## src/rtl/cle_relabel_pkg.sv

```systemverilog
// Shared constants, state encoding and helpers for the label-renumbering pass.
package cle_relabel_pkg;

  localparam int DEF_IMG_PIX = 1024;
  localparam int ADDR_W      = 10;
  localparam int IDX_W       = 4;
  localparam int AREA_W      = 11;
  localparam logic [7:0] OVF_MARK = 8'hFF;

  typedef enum logic [2:0] {
    IDLE,
    RD,
    CHK,
    WR,
    FIN
  } state_t;

  // Compact object indices are written back as zero-extended 8-bit labels.
  function automatic logic [7:0] idx_to_label(input logic [IDX_W-1:0] idx);
    return {{(8-IDX_W){1'b0}}, idx};
  endfunction

endpackage

```

## src/rtl/cle_relabel_if.sv

```systemverilog
// Single-port label SRAM bus: the relabeler masters the address/write side.
interface cle_relabel_if;
  import cle_relabel_pkg::*;

  logic [ADDR_W-1:0] sram_a;
  logic [7:0]        sram_d;
  logic              sram_wen;
  logic [7:0]        sram_q;

  modport master (output sram_a, sram_d, sram_wen, input sram_q);
  modport slave  (input sram_a, sram_d, sram_wen, output sram_q);

endinterface

```

## src/rtl/cle_relabel_label_cam.sv

```systemverilog
// Label table: maps original labels to compact indices 1..MAX_OBJ with a parallel lookup.
module cle_label_cam
  import cle_relabel_pkg::*;
#(
  parameter int MAX_OBJ = 15
) (
  input  logic             i_clk,
  input  logic             i_reset,
  input  logic             i_clear,
  input  logic [7:0]       i_label,
  input  logic             i_wr,
  input  logic [IDX_W-1:0] i_wr_idx,
  output logic             o_hit,
  output logic [IDX_W-1:0] o_hit_idx
);

  logic [7:0] r_tag [1:MAX_OBJ];
  logic       r_valid [1:MAX_OBJ];

  always_ff @(posedge i_clk) begin
    for (int i = 1; i <= MAX_OBJ; i++) begin
      if (i_reset || i_clear) begin
        r_valid[i] <= 1'b0;
      end else if (i_wr && (i_wr_idx == IDX_W'(i))) begin
        r_valid[i] <= 1'b1;
      end
    end
  end

  // Tags need no reset: an entry is only consulted once its valid bit is set.
  always_ff @(posedge i_clk) begin
    for (int i = 1; i <= MAX_OBJ; i++) begin
      if (i_wr && (i_wr_idx == IDX_W'(i))) begin
        r_tag[i] <= i_label;
      end
    end
  end

  // Descending scan so the lowest matching index wins.
  always_comb begin
    o_hit     = 1'b0;
    o_hit_idx = '0;
    for (int i = MAX_OBJ; i >= 1; i--) begin
      if (r_valid[i] && (r_tag[i] == i_label)) begin
        o_hit     = 1'b1;
        o_hit_idx = IDX_W'(i);
      end
    end
  end

endmodule

```

## src/rtl/cle_relabel.sv

```systemverilog
// Raster-scan relabeler: renumbers nonzero SRAM labels 1,2,... by first appearance and tallies areas.
module cle_relabel
  import cle_relabel_pkg::*;
#(
  parameter int MAX_OBJ = 15,
  parameter int IMG_PIX = DEF_IMG_PIX
) (
  input  logic              i_clk,
  input  logic              i_reset,
  input  logic              i_start,
  cle_relabel_if.master     sram,
  output logic              o_done,
  output logic [IDX_W-1:0]  o_obj_cnt,
  output logic              o_overflow,
  input  logic [IDX_W-1:0]  i_area_sel,
  output logic [AREA_W-1:0] o_area_q
);

  state_t            r_state;
  state_t            w_next;
  logic [ADDR_W-1:0] r_addr;
  logic [7:0]        r_wval;
  logic [IDX_W-1:0]  r_widx;
  logic [IDX_W-1:0]  r_obj_cnt;
  logic              r_overflow;
  logic              r_done;
  logic [AREA_W-1:0] r_area [1:MAX_OBJ];

  logic              w_last;
  logic              w_q_zero;
  logic              w_hit;
  logic [IDX_W-1:0]  w_hit_idx;
  logic              w_room;
  logic [IDX_W-1:0]  w_new_idx;
  logic              w_store;
  logic              w_clear;

  assign w_last    = (r_addr == ADDR_W'(IMG_PIX - 1));
  assign w_q_zero  = (sram.sram_q == 8'h00);
  assign w_room    = (r_obj_cnt < IDX_W'(MAX_OBJ));
  assign w_new_idx = r_obj_cnt + 1'b1;
  assign w_store   = (r_state == CHK) && !w_q_zero && !w_hit && w_room;
  assign w_clear   = (r_state == IDLE) && i_start;

  cle_label_cam #(.MAX_OBJ(MAX_OBJ)) u_cam (
    .i_clk     (i_clk),
    .i_reset   (i_reset),
    .i_clear   (w_clear),
    .i_label   (sram.sram_q),
    .i_wr      (w_store),
    .i_wr_idx  (w_new_idx),
    .o_hit     (w_hit),
    .o_hit_idx (w_hit_idx)
  );

  // CHK presents no address; the read issued in RD has already landed on sram_q.
  always_comb begin
    w_next        = r_state;
    sram.sram_a   = '0;
    sram.sram_d   = '0;
    sram.sram_wen = 1'b1;
    case (r_state)
      IDLE: if (i_start) w_next = RD;
      RD: begin
        sram.sram_a = r_addr;
        w_next      = CHK;
      end
      CHK: begin
        if (!w_q_zero)   w_next = WR;
        else if (w_last) w_next = FIN;
        else             w_next = RD;
      end
      WR: begin
        sram.sram_a   = r_addr;
        sram.sram_d   = r_wval;
        sram.sram_wen = 1'b0;
        w_next        = w_last ? FIN : RD;
      end
      FIN:     w_next = IDLE;
      default: w_next = IDLE;
    endcase
  end

  always_ff @(posedge i_clk) begin
    if (i_reset) begin
      r_state    <= IDLE;
      r_addr     <= '0;
      r_wval     <= '0;
      r_widx     <= '0;
      r_obj_cnt  <= '0;
      r_overflow <= 1'b0;
      r_done     <= 1'b0;
      for (int i = 1; i <= MAX_OBJ; i++) r_area[i] <= '0;
    end else begin
      r_state <= w_next;
      case (r_state)
        IDLE: begin
          if (i_start) begin
            r_addr     <= '0;
            r_obj_cnt  <= '0;
            r_overflow <= 1'b0;
            r_done     <= 1'b0;
            for (int i = 1; i <= MAX_OBJ; i++) r_area[i] <= '0;
          end
        end
        CHK: begin
          if (w_q_zero) begin
            if (!w_last) r_addr <= r_addr + 1'b1;
          end else if (w_hit) begin
            r_wval <= idx_to_label(w_hit_idx);
            r_widx <= w_hit_idx;
          end else if (w_room) begin
            r_wval    <= idx_to_label(w_new_idx);
            r_widx    <= w_new_idx;
            r_obj_cnt <= w_new_idx;
          end else begin
            // Table full: mark the pixel and keep index 0 so no area is counted.
            r_wval     <= OVF_MARK;
            r_widx     <= '0;
            r_overflow <= 1'b1;
          end
        end
        WR: begin
          for (int i = 1; i <= MAX_OBJ; i++) begin
            if (r_widx == IDX_W'(i)) r_area[i] <= r_area[i] + 1'b1;
          end
          if (!w_last) r_addr <= r_addr + 1'b1;
        end
        FIN:     r_done <= 1'b1;
        default: ;
      endcase
    end
  end

  always_comb begin
    o_area_q = '0;
    for (int i = 1; i <= MAX_OBJ; i++) begin
      if (i_area_sel == IDX_W'(i)) o_area_q = r_area[i];
    end
  end

  assign o_done     = r_done;
  assign o_obj_cnt  = r_obj_cnt;
  assign o_overflow = r_overflow;

endmodule
```

## src/flat_wrapper.sv

```systemverilog
// flat-port wrapper written by rule: the top's interface ports become plain ports
module cle_relabel_flat import cle_relabel_pkg::*;
#(
  parameter int MAX_OBJ = 15,
  parameter int IMG_PIX = DEF_IMG_PIX
)
  (i_clk, i_reset, i_start, o_done, o_obj_cnt, o_overflow, i_area_sel, o_area_q, sram_sram_a, sram_sram_d, sram_sram_wen, sram_sram_q);
  cle_relabel_if sram_i ();
  input  logic i_clk;
  input  logic i_reset;
  input  logic i_start;
  output logic o_done;
  output logic [IDX_W-1:0] o_obj_cnt;
  output logic o_overflow;
  input  logic [IDX_W-1:0] i_area_sel;
  output logic [AREA_W-1:0] o_area_q;
  output wire logic [$bits(sram_i.sram_a)-1:0] sram_sram_a;
  output wire logic [$bits(sram_i.sram_d)-1:0] sram_sram_d;
  output wire logic [$bits(sram_i.sram_wen)-1:0] sram_sram_wen;
  input wire logic [$bits(sram_i.sram_q)-1:0] sram_sram_q;
  assign sram_sram_a = sram_i.sram_a;
  assign sram_sram_d = sram_i.sram_d;
  assign sram_sram_wen = sram_i.sram_wen;
  assign sram_i.sram_q = sram_sram_q;
  cle_relabel #(.MAX_OBJ(MAX_OBJ), .IMG_PIX(IMG_PIX)) u_core (.i_clk(i_clk), .i_reset(i_reset), .i_start(i_start), .sram(sram_i), .o_done(o_done), .o_obj_cnt(o_obj_cnt), .o_overflow(o_overflow), .i_area_sel(i_area_sel), .o_area_q(o_area_q));
endmodule
```

## config.mk

```make
export PLATFORM = sky130hd
export DESIGN_NAME = cle_relabel_flat
export DESIGN_NICKNAME = d
export VERILOG_FILES = /design/src/rtl/cle_relabel_pkg.sv /design/src/rtl/cle_relabel_if.sv /design/src/rtl/cle_relabel_label_cam.sv /design/src/rtl/cle_relabel.sv /design/src/flat_wrapper.sv
export SDC_FILE = /design/constraint.sdc
export NUM_CORES = 1
export LEC_CHECK = 0
export ABC_AREA = 1
export CORE_UTILIZATION = 40
export CTS_CLUSTER_SIZE = 8
export DETAILED_ROUTE_END_ITERATION = 10
export HOLD_SLACK_MARGIN = 0.03
export PLACE_DENSITY = 0.61
export SLEW_MARGIN = 20
export SYNTH_ARGS = -nofsm -noshare
export SYNTH_HDL_FRONTEND = slang
export SYNTH_SLANG_ARGS = --single-unit
```

## constraint.sdc

```tcl
create_clock -name i_clk -period 4.93 [get_ports i_clk]
set_input_delay 1.479 -clock i_clk [delete_from_list [all_inputs] [get_ports i_clk]]
set_output_delay 1.479 -clock i_clk [all_outputs]
set_load 0.005 [all_outputs]
```

; ---- Word-level counts from Yosys, hierarchy flattened
; Memories as Yosys holds them, arrays and structs flattened.
; Cells that the tools add are included.
[classes]
addsub = 17
n_mul = 0
div_mod_pow = 0
order_cmp = 1
n_eq_ne = 71
shifts = 0
muxes = 286
n_bitwise = 46
n_reduce_logical = 62
[ops]
columns = op, count
row1 = 11-bit two-way mux, 45
row2 = 1-bit two-way mux, 177
row3 = "11-bit by 1-bit adder with 11-bit output, second input constant", 15
row4 = 4-bit two-way mux, 35
row5 = 8-bit two-way mux, 17
row6 = 8-bit == test, 15
row7 = 8-bit OR reduction, 14
row8 = "4-bit == test, second input constant", 24
row9 = "4-bit by 3-bit == test with 1-bit output, second input constant", 12
row10 = 1-bit OR, 45
row11 = 10-bit two-way mux, 4
row12 = 1-bit logical AND, 34
row13 = 10-bit case mux with 3 select lines, 1
row14 = "4-bit by 2-bit == test with 1-bit output, second input constant", 6
row15 = "4-bit by 1-bit == test with 1-bit output, second input constant", 3
row16 = 3-bit case mux with 4 select lines, 1
row17 = "10-bit by 1-bit adder with 10-bit output, second input constant", 1
row18 = "10-bit == test, second input constant", 1
row19 = 5-bit AND reduction, 2
row20 = 3-bit two-way mux, 3
row21 = 8-bit zero test, 1
row22 = "2-bit != test, second input constant", 4
row23 = 4-bit case mux with 2 select lines, 1
row24 = "3-bit by 2-bit == test with 1-bit output, second input constant", 2
row25 = 15 further kinds, 20
[word_totals]
register_bits = 31
latch_bits = 0
ram_bits = 300
mem_bits_ro = 0
input_bits = 15
out_inout_bits = 36
elab_cells = 493
n_memories = 3
[memory_table]
columns = memory, words, width, read_ports, rd_ports_with_merged_regs, write_ports, line
row1 = u_core.r_area, 15, 11, 15, 0, 15, cle_relabel.sv:27  ; logic [AREA_W-1:0] r_area [1:MAX_OBJ];
row2 = u_core.u_cam.r_tag, 15, 8, 15, 0, 1, cle_relabel_label_cam.sv:17  ; logic [7:0] r_tag [1:MAX_OBJ];
row3 = u_core.u_cam.r_valid, 15, 1, 15, 0, 15, cle_relabel_label_cam.sv:18  ; logic r_valid [1:MAX_OBJ];

; ---- Longest topological paths before layout
; Gate-level depths: netlist of the first run.
[depth]
ltp_word = 38
ltp_mapped = 25
ltp_nobuf = 23

; ---- Cells and area by module
; Synthesis of the first run repeated with hierarchy kept, for this count alone.
[unflattened]
cells_unflattened = 2041
hier_area_um2 = 17828.3
[modules_own_cells]
columns = module, n_inst, cells_per_inst, area_each_um2, seq_area_each_um2
row1 = cle_relabel, 1, 1442, 11374.7, 5515.3
row2 = cle_label_cam, 1, 599, 6453.7, 4053.9

; ---- Worst setup path after synthesis of the first run
; Ideal clock, no wire load.
[synth_path]
path_kind = in2out
startpoint = in i_area_sel[3]
endpoint = out o_area_q[4]
t_arrival_ns = 2.716
t_required_ns = 3.451
slack_ns = 0.735
cell_stages = 10
n_path_buf = 1
cell_sequence = inv_1 nand2_1 inv_1 nand2_1 clkbuf_1 o21ai_0 o22ai_1 nand4_1 nor4_1 o2111ai_1
[synth_via]
elab_chain_cells = 16
word_cells_on_any_way = 30
classes_between = eq/ne (15) / mux (15)
[synth_lines]
columns = item, line
row1 = start: declaration, flat_wrapper.sv:15  ; input logic [IDX_W-1:0] i_area_sel;
row2 = 4-bit by 1-bit == test with 1-bit output, cle_relabel.sv:138  ; if (i_area_sel == IDX_W'(i)) o_area_q = r_area[i];
row3 = 11-bit two-way mux (14 in a row), cle_relabel.sv:138
row4 = 11-bit two-way mux *, cle_relabel.sv:138
row5 = end: declaration, flat_wrapper.sv:16  ; output logic [AREA_W-1:0] o_area_q;
; Mark *: on every way between the ends. The rest lies on a longest branch, timed or not.

; ---- Final worst setup path of the first run
[layout_path]
startpoint = in i_area_sel[0]
endpoint = out o_area_q[10]
; The elaborated chain is that of the path after synthesis.

==> impl_metrics.tcl, run 1 <==
set metrics [dict create \
    status "complete, no violations" \
    crit_fanout 4 \
    grt_pass1_vias 12900 \
    cts_max_level 2 \
    final_cell_mix "nand2_1, nor2_1, edfxtp_1" \
    crit_required_ns 3.45 \
    core_area_um2 42400 \
    critPathCaptureType "output pin" \
    yosysWarnings 0 \
    clk_latency_ns 0.58 \
    hp-start "u_core.o_done$_SDFFE_PP0P_" \
    antenna_found_initial 0 \
    num_antenna_cells 0 \
    min_path_type "reg2reg" \
    synth_xor_area_share_pct 3.43 \
    setup_viol 0 \
    vias_per_cell 5.12 \
    place_congestion 0.932 \
    multi_input_area_um2 6560 \
    peakVddDrop_mv 0.296 \
    cp_num_buf_inv 4 \
    port_buffers 50 \
    post-route-period-util_pct 98.8 \
    grt_max_degree 31 \
    cts_root_buffer "clkbuf_16" \
    drcViolationCount 0 \
    firstDrtPassIters 5 \
    r2r-start "u_core.r_state[0]$_SDFFE_PP0N_" \
    synth_fp_nets 2005 \
    cts_buffer_depth 3 \
    syn-cell-area_um2 17400 \
    synth_compound_area_share_pct 8.94 \
    cp_common_cell "o22ai_1" \
    nets 2144 \
    r2r_cells 12 \
    power_mw 6.81 \
    maxSlewViolCount 0 \
    crit_slowest_cell "dlygate4sd2_1" \
    start_util_pct 41.0 \
    max_stage_delay_ns 0.27 \
    placed_cell_area_um2 19000 \
    slew_headroom_pct 30.0 \
    min_to "u_core.o_done$_SDFFE_PP0P_" \
    clock_sinks 328 \
    hpwl_mm 31.5 \
    synthAdderAreaFrac_pct 1.51 \
    fin_area_um2 20400 \
    grt_setup_unrepaired "true" \
    vias 13800 \
    power.density_nw_per_um2 333 \
    r2r_slack_ns 1.65 \
    nFillCells 4006 \
    gr-usage-all-layers_pct 20.1 \
    synth-async-reset-ratio_pct 0 \
    synthSimpleGateAreaFrac_pct 23.2 \
    crit_family "buffers and inverters" \
    cts_tree "yes" \
    postCtsHoldBufs 0 \
    cts_buffers 47 \
    maxCapViolCount 0 \
    skew_ns 0.0222 \
    leakagePower_nw 7.81 \
    crit_type "in2out" \
    drt.antenna.violating_nets 0 \
    startpoint_type "primary input" \
    area_delta_synth_final_pct 17.5 \
    synthCells 1969 \
    io_pins 51 \
    drive_gt1_share_pct 9.62 \
    synth_edf_count 300 \
    grt_pass1_wl_mm 69.6 \
    die_area_um2 44300 \
    drt-initial-drc-count 1158 \
    grt_remaining_overflow 0 \
    synth.area.mux_share_pct 0 \
    finalCriticalPeriod_ns 4.87 \
    synthFlopType "edfxtp_1" \
    synth.distinct_cells 49 \
    synth_top_family_by_area "simple AND/OR/NAND/NOR gates" \
    path_cells "clkdlybuf4s15_2, nor2_1, nand2_2, buf_4, buf_4, o22ai_1, a21oi_1, o2111ai_1, o21ai_0, nand2_1, o22ai_1, nand2_1, o22ai_1, o2111ai_1, dlygate4sd2_1" \
    worstMarginPinSlew_ns 1.05 \
    wl_per_cell_um 16.3 \
    die_h_um 210 \
    regArea_um2 9570 \
    die_w_um 210 \
    synth_seq_cells 328 \
    final_hold_viol_count 0 \
    whs_path_depth 2 \
    final_common_cell "nand2_1" \
    seq_area_frac_synth_pct 55.1 \
    crit_arrival_ns 3.39 \
    synth_area_per_cell_um2 8.82 \
    clk_pin_slew_ns 0.05 \
    rr_endpoint "u_core.r_area[11][4]$_SDFFCE_PN0P_" \
    rows 75 \
    wirelength_mm 44.0 \
    max_freq_mhz 205 \
]
-- cells by family (layout without fill, tap and decap cells) --
logic type / Yosys count / after routing
flops: 328 / 328
xor+xnor: 68 / 68
buf+inv: 335 / 487
simple gates: 937 / 937
compound gates: 280 / 280
fa+ha+maj: 21 / 21
-- sequential cells by signal, indices dropped and copies added, names as in the netlist --
register and flops:
u_core.r_addr 10, u_core.o_done 1, u_core.u_cam.r_tag 120, u_core.u_cam.r_valid 15
u_core.r_state 3, u_core.r_wval 5, u_core.o_obj_cnt 4, u_core.o_overflow 1
u_core.r_widx 4, u_core.r_area 165
-- routing by layer --
layer | vias up | part of all wire, % | GRT usage (%)
li1 | 6878 | - | -
met1 | 6443 | 46 | 27.8
met2 | 384 | 45 | 31.1
met3 | 97 | 5.8 | 3.56
met4 | 0 | 3.7 | 8.12
met5 | - | 0 | 0
-- tightest hold or removal path: stages, from the launching register on --
cell	delay, ns
dfxtp_1	0.30
nand2_1	0.06
a21oi_1	0.05
-- where the power goes --
part | internal, mW | leakage [nW] | switching, mW
Sequential | 3.19 | 3.26 | 0.122
Clock | 1.72 | 0.626 | 1.19
Combinational | 0.191 | 3.93 | 0.395
Total | 5.10 | 7.81 | 1.70
-- through the flow --
stage | hold slack (ns) | TNS, ns | setup slack [ns] | utilization, % | cells
final | 0.459 | 0 | 0.0572 | 48.1 | 2698
after global routing | 0.477 | -0.115 | -0.0734 | 48.1 | 2698
after CTS | 0.464 | -0.0798 | -0.0798 | 48.0 | 2692
after detailed placement | 0.456 | -9.20 | -0.915 | 44.7 | 2623
after global placement | 0.449 | -8.79 | -0.879 | 44.7 | 2623
after floorplan | 0.445 | 0 | 0.735 | - | 1969
-- synthesized netlist by cell type, types with 2 or more instances --
cell       number  share of area (%)
a31oi_1         7               0.25
or2_1           3               0.11
buf_6           8               0.52
inv_2          10               0.22
nand3b_1        2              0.086
nor2_1        318                6.9
nor4_1         12               0.43
ha_1           21                1.5
buf_4          10               0.43
a221oi_1        4               0.20
a22oi_1         2              0.086
nand2_1       360                7.8
inv_1         282                6.1
and2_1          2              0.072
nand2_2         5               0.18
and3_1          5               0.18
nand4_1        40                1.4
o31ai_1         2              0.086
a211oi_1        3               0.13
o2111ai_1       8               0.40
o22ai_1        29                1.0
o21a_1          6               0.26
o211ai_1        2              0.086
xor2_1         45                2.3
o21ai_0        91                2.6
clkbuf_1       17               0.37
a21boi_0        2              0.086
nor3b_1        22               0.95
a21oi_2         2               0.10
dfxtp_1        28                3.2
nand3_1        79                2.3
o21ai_1         2              0.058
xnor2_1        23                1.2
or2_2          12               0.43
edfxtp_1      300                 52
buf_2           3              0.086
nor3_1         70                2.0
a21oi_1       118                3.4
clkinv_1        4              0.086
-- area by class of cell --
type                       instances  area share [%]
multi-input combinational       1306            32.1
sequential                       328            46.9
timing repair buffer             129            5.65
clock buffer                      58            5.96
clock inverter                     4           0.404
tap                              577            3.54
inverter                         296            5.44
-- worst max path at each step --
stage / from / endpoint / slack [ns] / cells past startpoint
finish: i_area_sel[0] / o_area_q[10] / 0.06 / 15
global placement: i_area_sel[0] / o_area_q[3] / -0.88 / 12
CTS: i_area_sel[1] / o_area_q[6] / -0.08 / 16
detailed placement: i_area_sel[0] / o_area_q[6] / -0.91 / 14
floorplan: i_area_sel[3] / o_area_q[4] / 0.74 / 10
global route: i_area_sel[0] / o_area_q[6] / -0.07 / 17
-- what timing repair did --
item / CTS / global route
buffers inserted: 7 / 6
resized for setup: 56 / 35
endpoints found under the setup margin: 11 / 11
pin swaps: 21 / 27
hold endpoints to repair: 0 / 0
Note: power is estimated with default switching activity, not from simulation.
==> run 2, diff against run 1 <==
--- a/config.mk
+++ b/config.mk
@@ -6,6 +6,7 @@
 export NUM_CORES = 1
 export LEC_CHECK = 0
 export ABC_AREA = 1
+export ABC_CLOCK_PERIOD_IN_PS = 4930
 export CORE_UTILIZATION = 40
 export CTS_CLUSTER_SIZE = 8
 export DETAILED_ROUTE_END_ITERATION = 10
==> results of run 2 <==
No change in the layout: final DEF, timing and power equal those of run 1.
==> run 3, diff against run 2 <==
--- a/config.mk
+++ b/config.mk
@@ -7,6 +7,8 @@
 export LEC_CHECK = 0
 export ABC_AREA = 1
 export ABC_CLOCK_PERIOD_IN_PS = 4930
+export CAP_MARGIN = 0
+export CORE_MARGIN = 2
 export CORE_UTILIZATION = 40
 export CTS_CLUSTER_SIZE = 8
 export DETAILED_ROUTE_END_ITERATION = 10
==> run 3 against run 2 <==
Non-clock buffer count decreased by 18. Clock skew is 0.0048 ns lower. Die area up 1.9%. Maximum frequency down 0.26%. Routed wire length up 1.3%. Worst hold slack got worse by 0.00079 ns. Final area fell by 0.62%. Critical path depth fell by 2. Sequential power hardly changed. Critical path type unchanged. Critical endpoint is now o_area_q[3]. Largest cell class unchanged.
==> impl_metrics.tcl, run 3 (synthesis gave the netlist of run 1 again) <==
set metrics [dict create \
    status "complete, no violations" \
    fin_tns_setup_ns 0 \
    io_pins 51 \
    num_antenna_cells 0 \
    vias_per_cell 5.18 \
    min_path_type "reg2reg" \
    antenna_found_initial 0 \
    fin_area_um2 20300 \
    critPathCaptureType "output pin" \
    crit_required_ns 3.45 \
    worstMarginPinSlew_ns 0.885 \
    postCtsSetupRepairBufs 0 \
    hp-start "u_core.o_overflow$_SDFFE_PP0P_" \
    setup_viol 0 \
    multi_input_area_um2 6640 \
    grt_pass1_wl_mm 70.4 \
    wirelength_mm 44.5 \
    grt_max_degree 25 \
    startpoint_type "primary input" \
    crit_fanout 7 \
    drt.antenna.violating_nets 0 \
    core_area_um2 43000 \
    start_util_pct 40.4 \
    grt_pass1_vias 13000 \
    regArea_um2 9570 \
    cts_tree "yes" \
    area_delta_synth_final_pct 16.8 \
    cts_max_level 2 \
    gr-usage-all-layers_pct 20.0 \
    hold_ws_ns 0.458 \
    crit_type "in2out" \
    cts_buffer_depth 3 \
    clock_sinks 328 \
    final_common_cell "nand2_1" \
    placed_cell_area_um2 18900 \
    maxCapViolCount 0 \
    grt_setup_unrepaired "true" \
    placedCellCount 2625 \
    whs_path_depth 2 \
    max_freq_mhz 205 \
    post-route-period-util_pct 99.1 \
    setup_ws_ns 0.0447 \
    slew_headroom_pct 40.9 \
    skew_ns 0.0174 \
    leakagePower_nw 7.73 \
    instances_no_fill 2689 \
    top_regs "u_core.r_area: 165 flops, u_core.u_cam.r_tag: 120 flops, u_core.u_cam.r_valid: 15 flops" \
    wl_per_cell_um 16.6 \
    drt-initial-drc-count 1193 \
    drive_gt1_share_pct 9.08 \
    r2r-start "u_core.r_state[0]$_SDFFE_PP0N_" \
    nets 2128 \
    final_cell_mix "nand2_1, nor2_1, edfxtp_1" \
    largest_reg_flops 165 \
    postCtsHoldBufs 0 \
    firstDrtPassIters 6 \
    hpwl_mm 32.4 \
    startpoint "i_area_sel[1]" \
    cts_buffers 47 \
    port_buffers 50 \
    die_h_um 212 \
    crit_arrival_ns 3.41 \
    path_cells "buf_2, inv_2, nor2_4, buf_4, nand2_2, buf_2, o22ai_2, nand4_1, nor3_2, nand2_1, o21ai_2, nand4_1, dlygate4sd2_1" \
    place_ws_ns -0.717 \
    r2r_cells 12 \
    vias 13900 \
    crit_family "buffers and inverters" \
    regMostFlops "u_core.r_area" \
    clk_pin_slew_ns 0.05 \
    cp_num_buf_inv 5 \
    max_stage_delay_ns 0.27 \
    r2r_slack_ns 1.56 \
    place_congestion 0.912 \
    clk_latency_ns 0.56 \
    final_hold_viol_count 0 \
    crit_slowest_cell "dlygate4sd2_1" \
    maxSlewViolCount 0 \
    nFillCells 4126 \
    power.density_nw_per_um2 333 \
    drcViolationCount 0 \
    grt_remaining_overflow 0 \
    cp.depth 13 \
    cts_root_buffer "clkbuf_16" \
    peakVddDrop_mv 0.286 \
    finalCriticalPeriod_ns 4.89 \
    die_w_um 212 \
    rows 76 \
    die_area_um2 45100 \
]
run 3: cell types whose count changed in the layout (fill, tap and decap cells not counted), sizes merged, moves of 2 or more:
cell and change:
buf -19, clkbuf -6, nand2 +2, dlygate4sd2 +4, inv +2
run 3: timing repair:
item,4_1_cts,5_1_grt
setup endpoints to repair,11,10
pin swaps,23,26
cloned,3,0
resized for setup,63,33
run 3: cell type report:
| class | instances | share of cell area, % |
|---|---|---|
| clock inverter | 5 | 0.179 |
| sequential | 328 | 47.2 |
| clock buffer | 56 | 5.96 |
| tap | 585 | 3.61 |
| inverter | 296 | 5.48 |
| timing repair buffer | 111 | 4.90 |
| multi-input combinational | 1308 | 32.7 |
run 3: worst paths after layout:
| check | to |
|---|---|
| worst max-delay path | o_area_q[3] |
| worst min register to register | u_core.o_overflow$_SDFFE_PP0P_ |
| worst max register to register | u_core.r_area[15][3]$_SDFFCE_PN0P_ |
| worst min-delay path | u_core.o_overflow$_SDFFE_PP0P_ |
run 3: per-stage QoR:
stage               utilization [%]  power [mW]
floorplan                         -        3.67
global placement               43.9        3.93
detailed placement             43.9        3.94
CTS                            47.1        6.81
global route                   47.2        7.01
finish                         47.2        6.76
run 3: where the power goes:
group	switching (mW)	leakage (nW)	internal (mW)
logic	0.392	3.86	0.187
registers	0.132	3.26	3.19
clock network	1.16	0.611	1.70
total	1.68	7.73	5.08
run 3: tightest hold or removal path: stages, from the launching register on:
cell,delay [ns]
dfxtp_1,0.31
inv_1,0.05
a21oi_1,0.05
run 3: per-layer routing:
metal | GRT usage [%] | vias up | wire (µm)
li1 | - | 6857 | -
met1 | 28.9 | 6619 | 20900
met2 | 31.4 | 370 | 20200
met3 | 3.19 | 70 | 2440
met4 | 5.33 | 0 | 976
met5 | 0 | - | 0
